## src/rtl/serial_chunk_adder.sv

```systemverilog
`default_nettype none
// ============================================================================
// Module      : serial_chunk_adder
// Description : Multi-cycle adder/subtractor. Processes two WIDTH-bit operands
//               DIGIT bits per clock, least-significant chunk first, with the
//               carry held in a register between chunks. Valid/ready
//               handshakes are used on both the operand and result sides.
//               Reports the sum, carry/borrow-out, signed overflow and zero.
// Ports       : clk, rst_n (async, active-low), ena (clock enable)
//               in_valid/in_ready, a, b, sub, cin         - operand side
//               out_valid/out_ready, sum, cout, ovf, zero - result side
// Revision    : 1.0 - initial release
// ============================================================================
module serial_chunk_adder #(
    parameter int WIDTH = 8,
    parameter int DIGIT = 2     // must divide WIDTH
) (
    input  logic             clk,
    input  logic             rst_n,
    input  logic             ena,
    input  logic             in_valid,
    output logic             in_ready,
    input  logic [WIDTH-1:0] a,
    input  logic [WIDTH-1:0] b,
    input  logic             sub,
    input  logic             cin,
    output logic             out_valid,
    input  logic             out_ready,
    output logic [WIDTH-1:0] sum,
    output logic             cout,
    output logic             ovf,
    output logic             zero
);

    localparam int c_NCHUNK = WIDTH / DIGIT;
    localparam int c_CW     = (c_NCHUNK > 1) ? $clog2(c_NCHUNK) : 1;
    localparam logic [c_CW-1:0] c_LAST = c_CW'(c_NCHUNK - 1);

    typedef enum logic [1:0] {
        S_IDLE = 2'd0,
        S_RUN  = 2'd1,
        S_DONE = 2'd2
    } state_t;

    state_t            r_state;
    state_t            w_state_next;

    // Operands are shifted right by DIGIT each RUN cycle so the active chunk
    // is always in the low DIGIT bits. On the final chunk the low chunk holds
    // the original top chunk, so bit DIGIT-1 is the operand's sign bit.
    logic [WIDTH-1:0]  r_a;
    logic [WIDTH-1:0]  r_b;        // already inverted for subtraction
    logic              r_sub;
    logic              r_carry;
    logic [c_CW-1:0]   r_cnt;
    logic [WIDTH-1:0]  r_acc;      // working result, filled from the top down
    logic [WIDTH-1:0]  r_sum;      // published result, only updated on completion
    logic              r_cout;
    logic              r_ovf;
    logic              r_zero;

    logic [DIGIT:0]    w_chunk;
    logic [WIDTH-1:0]  w_acc_next;
    logic              w_last;

    assign w_chunk    = {1'b0, r_a[DIGIT-1:0]} + {1'b0, r_b[DIGIT-1:0]}
                      + (DIGIT+1)'(r_carry);
    // New chunk enters at the top; after NCHUNK shifts chunk 0 sits at bit 0.
    assign w_acc_next = WIDTH'({w_chunk[DIGIT-1:0], r_acc} >> DIGIT);
    assign w_last     = (r_cnt == c_LAST);

    // ------------------------------------------------------------------------
    // State register
    // ------------------------------------------------------------------------
    always_ff @(posedge clk or negedge rst_n) begin
        if (!rst_n) begin
            r_state <= S_IDLE;
        end else if (ena) begin
            r_state <= w_state_next;
        end
    end

    // ------------------------------------------------------------------------
    // Next-state logic
    // ------------------------------------------------------------------------
    always_comb begin
        w_state_next = r_state;
        case (r_state)
            S_IDLE:  if (in_valid)  w_state_next = S_RUN;
            S_RUN:   if (w_last)    w_state_next = S_DONE;
            S_DONE:  if (out_ready) w_state_next = S_IDLE;
            default:                w_state_next = S_IDLE;
        endcase
    end

    // ------------------------------------------------------------------------
    // Datapath
    // ------------------------------------------------------------------------
    always_ff @(posedge clk or negedge rst_n) begin
        if (!rst_n) begin
            r_a     <= '0;
            r_b     <= '0;
            r_sub   <= 1'b0;
            r_carry <= 1'b0;
            r_cnt   <= '0;
            r_acc   <= '0;
            r_sum   <= '0;
            r_cout  <= 1'b0;
            r_ovf   <= 1'b0;
            r_zero  <= 1'b0;
        end else if (ena) begin
            if (r_state == S_IDLE && in_valid) begin
                r_a     <= a;
                r_b     <= sub ? ~b : b;
                r_sub   <= sub;
                // Subtraction is A + ~B + 1 - borrow_in, so the carry seed
                // is the inverted borrow.
                r_carry <= cin ^ sub;
                r_cnt   <= '0;
            end else if (r_state == S_RUN) begin
                r_a     <= r_a >> DIGIT;
                r_b     <= r_b >> DIGIT;
                r_acc   <= w_acc_next;
                r_carry <= w_chunk[DIGIT];
                r_cnt   <= r_cnt + c_CW'(1);
                if (w_last) begin
                    r_sum  <= w_acc_next;
                    // Borrow-out is the complement of the final carry.
                    r_cout <= r_sub ^ w_chunk[DIGIT];
                    r_ovf  <= (r_a[DIGIT-1] == r_b[DIGIT-1])
                           && (w_chunk[DIGIT-1] != r_a[DIGIT-1]);
                    r_zero <= (w_acc_next == '0);
                end
            end
        end
    end

    assign in_ready  = (r_state == S_IDLE);
    assign out_valid = (r_state == S_DONE);
    assign sum       = r_sum;
    assign cout      = r_cout;
    assign ovf       = r_ovf;
    assign zero      = r_zero;

endmodule
`default_nettype wire

```

## config.mk

```make
export PLATFORM = sky130hd
export DESIGN_NAME = serial_chunk_adder
export DESIGN_NICKNAME = d
export VERILOG_FILES = /design/src/rtl/serial_chunk_adder.sv
export SDC_FILE = /design/constraint.sdc
export NUM_CORES = 1
export LEC_CHECK = 0
export CAP_MARGIN = 20
export CORE_MARGIN = 10
export CORE_UTILIZATION = 40
export CTS_BUF_LIST = sky130_fd_sc_hd__clkbuf_16
export CTS_CLUSTER_SIZE = 8
export DETAILED_ROUTE_END_ITERATION = 10
export PLACE_DENSITY = 0.65
export SETUP_SLACK_MARGIN = 0.1
export SYNTH_ARGS = -nofsm -noshare
export SYNTH_HDL_FRONTEND = slang
export SYNTH_SLANG_ARGS = --single-unit
```

## constraint.sdc

```tcl
create_clock -name clk -period 2.1 [get_ports clk]
set_input_delay 0.42 -clock clk [delete_from_list [all_inputs] [get_ports clk]]
set_output_delay 0.42 -clock clk [all_outputs]
set_load 0.02 [all_outputs]
```

# Word-level counts from Yosys, hierarchy flattened
# Index checks and enable logic that the tools add are counted.
op_classes:
  n_eq_ne: 8
  addsub: 3
  mux: 13
  bitwise_logic: 4
  reduce_logical: 10
op_table:
  columns: ["cell", "n"]
  rows:
  - ["8-bit 2-to-1 mux", 5]
  - ["2-bit 2-to-1 mux", 5]
  - ["8-bit logical NOT", 1]
  - ["8-bit NOT", 1]
  - ["4-bit AND reduction", 2]
  - ["2-bit case mux with 3 select lines", 1]
  - ["2-bit == test, second input constant", 2]
  - ["2-bit != test, second input constant", 2]
  - ["2-bit AND reduction", 2]
  - ["2-bit by 2-bit adder with 3-bit output", 1]
  - ["3-bit by 1-bit adder with 3-bit output", 1]
  - ["3-bit AND reduction", 1]
  - ["2-bit by 1-bit adder with 2-bit output, second input constant", 1]
  - ["2-bit by 1-bit == test with 1-bit output, second input constant", 1]
  - ["1-bit logical AND", 2]
  - ["2-bit logical NOT", 1]
  - ["1-bit 2-to-1 mux", 2]
  - ["2-bit by 1-bit != test with 1-bit output, second input constant", 1]
  - ["2-bit nonzero test", 1]
  - ["1-bit bitwise XOR", 2]
  - ["1-bit == test", 1]
  - ["1-bit != test", 1]
  - ["1-bit NOT", 1]
word_totals:
  wordCells: 49
  inputBits: 23
  ff_bits: 41

# Longest topological paths before layout
# Gate-level depths: netlist of run 1.
depth:
  word_depth: 4
  mapped_depth: 6
  ltp_nobuf: 6

# Least setup slack after synthesis of run 1
# No wires, ideal clock.
synth_path:
  path_type: "register -> register"
  startpoint: "reg r_a[0]"
  endpoint: "reg r_zero (netlist: zero)"
  path_buffers: 0
  required_ns: 2.017
  arrival_time_ns: 1.735
  synth_period_minus_slack_ns: 1.818
  path_stages_with_launch: 7
  slack_ns: 0.282
  path_cell_list: "dfrtp_1 -> inv_1 -> fa_1 -> fa_1 -> nor4b_1 -> nand2_1 -> o21ai_0"
synth_between:
  elab_chain_cells: 3
synth_rtl:
  columns: ["item", "line", "source"]
  rows:
  - ["start, declared", "51", "logic [WIDTH-1:0] r_a;"]
  - ["start signal, assigned", "121", "r_a <= r_a >> DIGIT;"]
  - ["2-bit by 2-bit adder with 3-bit output", "66", "assign w_chunk = {1'b0, r_a[DIGIT-1:0]} + {1'b0, r_b[DIGIT-1:0]}"]
  - ["3-bit by 1-bit adder with 3-bit output", "67", "+ (DIGIT+1)'(r_carry);"]
  - ["8-bit logical NOT", "132", "r_zero <= (w_acc_next == '0);"]
  - ["end signal, assigned", "132", null]
  - ["end, declared", "60", "logic r_zero;"]
# Every way passes these cells.
# A chain may end at the register's enable or synchronous reset.

# Final worst setup path of run 1
layout_path:
  startpoint: "reg r_state[0]"
  endpoint: "out in_ready"
layout_between:
  elab_chain_cells: 1
layout_rtl:
  columns: ["item", "line", "source"]
  rows:
  - ["start, declared", "45", "state_t r_state;"]
  - ["start signal, assigned", "79", "r_state <= w_state_next;"]
  - ["2-bit logical NOT", "138", "assign in_ready = (r_state == S_IDLE);"]
  - ["end, declared", "22", "output logic in_ready,"]
# Every way passes these cells.

==> out/qor.yml, run 1 <==
power:
  p_switching_mw: 1.24
  pwr-share-comb_pct: 43.5
  p_int_mw: 2.31
  power_mw: 3.55
  power.share.switching_pct: 35.0
  power.density_nw_per_um2: 1440
  peakVddDrop_uv: 566
  power_frac_clock_pct: 19.2
  leakage_nw: 1.14
  seqPwrFrac_pct: 37.2
final_layout:
  final_common_cell: "dfrtp_1"
  synthToLayoutAreaGrowth_pct: 29.8
  nFillCells: 405
  drive_gt1_share_pct: 17.7
  layout.nets: 237
  final_cell_mix: "dfrtp_1 (39), nand2_1 (33), clkdlybuf4s50_1 (33)"
  register_area_um2: 976
  final_cells: 263
  multiInputGateArea_um2: 848
  antenna-diode-count: 0
place:
  place_hpwl_mm: 3.04
  port_buffers: 35
  place_congestion: 0.781
  dp.cells: 257
  dp_slack_ps: 25.3
sta:
  worstMarginPinSlew_ps: 448
  fin_skew_ps: 1.97
  slew_violations: 0
  tns_ps: 0
  rsz0062_at_grt: "false"
  setup_violations: 0
  min_period_ps: 1930
  relSlewSlack_pct: 70.1
  setup_slack_ps: 172
  final.period_utilization_pct: 91.8
  finalHoldViolCount: 0
  fmax_ghz: 0.519
  whs_ps: 84.2
critical_path:
  crit_path_max_incr_delay_ps: 610
  crit_type: "flop to primary output"
  endpoint_kind: "primary output"
  path_depth: 2
  reg2reg_slack_ps: 200
  regToRegEndpoint: "zero$_DFFE_PN0P_"
  critical_path.endpoint: "in_ready"
  arrival_ps: 1510
  crit_fanout: 10
  startpoint: "r_state[0]$_DFFE_PN0P_"
  path_cells: "nor2_1 > clkdlybuf4s50_1"
  critical-path-top-delay-family: "buffers and inverters"
  r2r-start: "r_a[0]$_DFFE_PN0P_"
  crit_path_start_kind: "flop"
  cp.required_ps: 1680
  reg2reg_depth: 6
  cp_slowest_cell: "clkdlybuf4s50_1"
  crit_buf_inv: 1
drt:
  wl_per_cell_um: 15.0
  routed_wl_mm: 3.94
  drt_iter0_drc: 32
  vias: 1324
  firstDrtPassIters: 4
  viasPerCell: 5.03
  antenna_left: 0
  drc_errors: 0
grt:
  grt_use_total_pct: 11.1
  grt_pass1_wl_mm: 6.81
  grt_pass1_vias: 1434
  grt_max_degree: 22
  grt_antenna_before_repair: 0
  overflow: 0
floorplanning:
  dieArea_um2: 7900
  core_um2: 4660
  die_h_um: 88.9
  row_count: 25
  start_util_pct: 40.8
  fp.dieW_um: 88.9
  io_pins: 36
synth:
  synth_edf_count: 0
  synth.distinct_cells: 31
  seq_area_frac_synth_pct: 51.4
  async_reset_ff_share_pct: 100
  synth_top_area_share_pct: 51.4
  syn_inst: 168
  syn_area_per_cell_um2: 11.3
  syn_nets: 195
  ys.flop_type: "dfrtp_1"
  synth_area_leader_cell: "dfrtp_1"
  syn_area_um2: 1900
  yosysWarnings: 0
  synthTopCellsByArea: "dfrtp_1 (51%), mux2i_1 (7.4%), nand2_1 (6.5%)"
  ys_ff_latch: 39
cts:
  insertion_delay_ps: 280
  cts_tree: "built"
  cts_root_buf: "clkbuf_16"
  clk_path_buf_depth: 2
  path_clk_slew_ps: 50
  cts_buffers: 5
  cts_hold_buf: 0
  htree_levels: 2
  clkSinkCount: 39
flow_run:
  maxCapViolCount: 0
hold_path:
  hold_class: "primary input to asynchronous set/reset pin"
run_status:
  status: "finished, final reports clean"
through the flow:
stage                     util, %  cell area (um2)
after floorplan                 -             1900
after detailed placement     49.8             2320
after global placement       49.8             2320
final                        52.9             2470
after global routing         52.9             2470
after CTS                    52.7             2450
routing by layer:
metal,wire [um],vias up,track usage [%]
li1,-,641,-
met1,1780,638,13.0
met2,1840,37,17.5
met3,238,8,4.10
met4,82,0,5.14
met5,0,-,0
how the worst min path moves through the flow:
stage	from	endpoint	cells past startpoint
6_report	rst_n	zero$_DFFE_PN0P_	1
5_1_grt	rst_n	sum[5]$_DFFE_PN0P_	1
4_1_cts	rst_n	r_carry$_DFFE_PN0P_	1
3_5_place_dp	rst_n	sum[0]$_DFFE_PN0P_	1
3_3_place_gp	rst_n	sum[0]$_DFFE_PN0P_	1
2_1_floorplan	rst_n	cout$_DFFE_PN0P_	0
Yosys cell counts (2+ instances only):
cell       n
o21ai_0    8
clkbuf_1   4
mux2i_1   14
a21oi_1    6
buf_4      2
nand2_1   33
mux2_4     2
inv_1      7
buf_2      2
nor4b_1    2
nand3_1    3
dfrtp_1   39
nor3_1     6
o22ai_1    2
xnor2_1    5
fa_1       2
mux2_2    11
xor2_1     6
ha_1       2
registers in the layout (all words and copies together), names as in the netlist:
register / cells
r_a: 8
r_b: 8
r_sub: 1
r_acc: 6
cout: 1
r_carry: 1
r_cnt: 2
r_state: 2
sum: 8
ovf: 1
zero: 1
logic make-up (layout without fill, tap and decap cells):
family | after synthesis | after routing | share of synthesized area [%]
flops | 39 | 39 | 51.4
xor+xnor | 11 | 11 | 5.07
simple gates | 53 | 53 | 15.0
fa+ha+maj | 4 | 4 | 3.43
compound gates | 17 | 17 | 4.74
mux | 27 | 27 | 15.5
buf+inv | 17 | 58 | 4.87
power by group through the flow:
| stage | clock, mW | sequential [mW] | combinational (mW) |
|---|---|---|---|
| 3_3_place_gp | 0 | 1.31 | 1.49 |
| 3_5_place_dp | 0 | 1.33 | 1.53 |
| 2_1_floorplan | 0 | 1.34 | 1.01 |
| 6_report | 0.683 | 1.32 | 1.55 |
| 4_1_cts | 0.705 | 1.32 | 1.54 |
| 5_1_grt | 0.733 | 1.37 | 1.73 |
worst register-to-register path: stages (launching register included):
cell and delay, ps:
dfrtp_1 350, inv_1 60, fa_1 440, fa_2 590, nor4b_4 190, nand2_1 80
o21ai_1 120
area by class of cell:
class	instances	area share, %
clock buffer	5	5.07
inverter	7	1.07
clock inverter	1	0.152
sequential	39	39.6
tap	54	2.74
multi-input combinational	112	34.4
timing repair buffer	45	17.0
what timing repair did:
item,CTS,global route
gates resized for setup,2,3
setup buffers,0,0
setup endpoints to repair,2,1
gates cloned,0,0
No activity file was read; power rests on OpenSTA's default activity.
==> inputs of run 2 (changes only) <==
--- a/config.mk
+++ b/config.mk
@@ -13,6 +13,7 @@
 export DETAILED_ROUTE_END_ITERATION = 10
 export PLACE_DENSITY = 0.65
 export SETUP_SLACK_MARGIN = 0.1
+export SKIP_CTS_REPAIR_TIMING = 1
 export SYNTH_ARGS = -nofsm -noshare
 export SYNTH_HDL_FRONTEND = slang
 export SYNTH_SLANG_ARGS = --single-unit
==> run 2 against run 1 <==
Against the previous run: routed wire length is 0.33% lower; clock skew hardly changed; core utilization is 0.054 points lower; die area stayed put; hold slack worse by 1.4 ps; via count is 0.76% lower; setup slack better by 28 ps; count of clock-buffer cells in the layout stayed put; global-route usage stayed put; sequential share of layout area is 0.14 points higher; first-iteration DRC count is 3.1% lower; critical endpoint is now zero$_DFFE_PN0P_; largest cell class unchanged.
==> out/qor.yml, run 2 (synthesized netlist as in run 1, its figures left out) <==
run_status:
  status: "finished, final reports clean"
power:
  power.density_nw_per_um2: 1430
  peakVddDrop_uv: 568
  leakage_nw: 1.14
cts:
  htree_levels: 2
  insertion_delay_ps: 280
  clk_path_buf_depth: 2
  path_clk_slew_ps: 50
  cts_root_buf: "clkbuf_16"
  cts_tree: "built"
  clkSinkCount: 39
  cts_buffers: 5
drt:
  vias: 1314
  drc_errors: 0
  antenna_left: 0
  drt_iter0_drc: 31
  wl_per_cell_um: 14.9
  firstDrtPassIters: 4
  routed_wl_mm: 3.92
  viasPerCell: 5.00
floorplanning:
  die_h_um: 88.9
  io_pins: 36
  dieArea_um2: 7900
  start_util_pct: 40.8
  row_count: 25
  core_um2: 4660
  fp.dieW_um: 88.9
grt:
  grt_use_total_pct: 11.1
  grt_pass1_vias: 1434
  grt_max_degree: 22
  grt_pass1_wl_mm: 6.82
  grt_antenna_before_repair: 0
  overflow: 0
critical_path:
  crit_fanout: 4
  endpoint_kind: "flop"
  arrival_ps: 2100
  r2r-start: "r_a[0]$_DFFE_PN0P_"
  startpoint: "r_a[0]$_DFFE_PN0P_"
  crit_type: "flop to flop"
  cp.required_ps: 2300
  crit_path_start_kind: "flop"
sta:
  setup_violations: 0
  relSlewSlack_pct: 70.5
  finalHoldViolCount: 0
  setup_slack_ps: 200
  final.period_utilization_pct: 90.5
  worstMarginPinSlew_ps: 443
  fin_skew_ps: 1.95
  rsz0062_at_grt: "false"
  whs_ps: 82.7
  tns_ps: 0
  slew_violations: 0
  fmax_ghz: 0.526
  min_period_ps: 1900
place:
  place_hpwl_mm: 3.04
  dp.cells: 257
  dp_slack_ps: 25.3
  port_buffers: 35
  place_congestion: 0.781
final_layout:
  multiInputGateArea_um2: 840
  layout.nets: 237
  drive_gt1_share_pct: 18.7
  register_area_um2: 978
  final_cells: 263
  antenna-diode-count: 0
  final_common_cell: "dfrtp_1"
  synthToLayoutAreaGrowth_pct: 29.7
  nFillCells: 403
  final_cell_mix: "dfrtp_1 (37), nand2_1 (33), clkdlybuf4s50_1 (33)"
hold_path:
  hold_class: "primary input to asynchronous set/reset pin"
flow_run:
  maxCapViolCount: 0
run 2: changes by cell type in the layout (fill, tap and decap cells not counted):
cell	before	now
dlymetal6s2s_1	0	1
dfrtp_1	39	37
nor4b_2	0	1
nor4b_4	1	0
dlygate4sd2_1	1	0
dfrtp_2	0	2
run 2: worst max-delay path, stage by stage (launching register included):
cell and delay [ps]:
dfrtp_1 350, inv_1 60, fa_1 440, fa_2 580, nor4b_2 200, nand2_1 70
o21ai_1 120
run 2: final timing paths:
path | end | slack [ps] | cells after the start
hold reg to reg | sum[6]$_DFFE_PN0P_ | 480 | 2
hold / removal | sum[0]$_DFFE_PN0P_ | 80 | 1
max in group asynchronous | r_state[0]$_DFFE_PN0P_ | 1500 | 2
setup reg to reg | zero$_DFFE_PN0P_ | 200 | 6
min in group clk | sum[6]$_DFFE_PN0P_ | 480 | 2
setup / recovery | zero$_DFFE_PN0P_ | 200 | 6
run 2: report_power, final:
group	switching, mW	internal, mW
registers	0.231	1.09
clock network	0.262	0.421
logic	0.736	0.787
run 2: area by class of cell:
class | count | area share, %
flip-flops and latches | 39 | 39.7
inverters | 7 | 1.07
clock inverters | 1 | 0.152
multi-input cells | 112 | 34.1
repair buffers | 45 | 17.2
well taps | 54 | 2.74
clock buffers | 5 | 5.08
run 2: metrics by stage:
| stage | util, % | instance area (um2) | power (mW) |
|---|---|---|---|
| after floorplan | - | 1900 | 2.35 |
| after global placement | 49.8 | 2320 | 2.80 |
| after detailed placement | 49.8 | 2320 | 2.85 |
| after CTS | 52.6 | 2450 | 3.55 |
| after global routing | 52.9 | 2460 | 3.80 |
| final | 52.9 | 2460 | 3.52 |
run 2: layer usage:
metal / vias up / global-route usage, % / wire (um) / share of wire [%]
li1: 641 / - / - / -
met1: 628 / 13.0 / 1770 / 45
met2: 37 / 17.5 / 1840 / 47
met3: 8 / 4.10 / 238 / 6.1
met4: 0 / 5.14 / 82 / 2.1
met5: - / 0 / 0 / 0
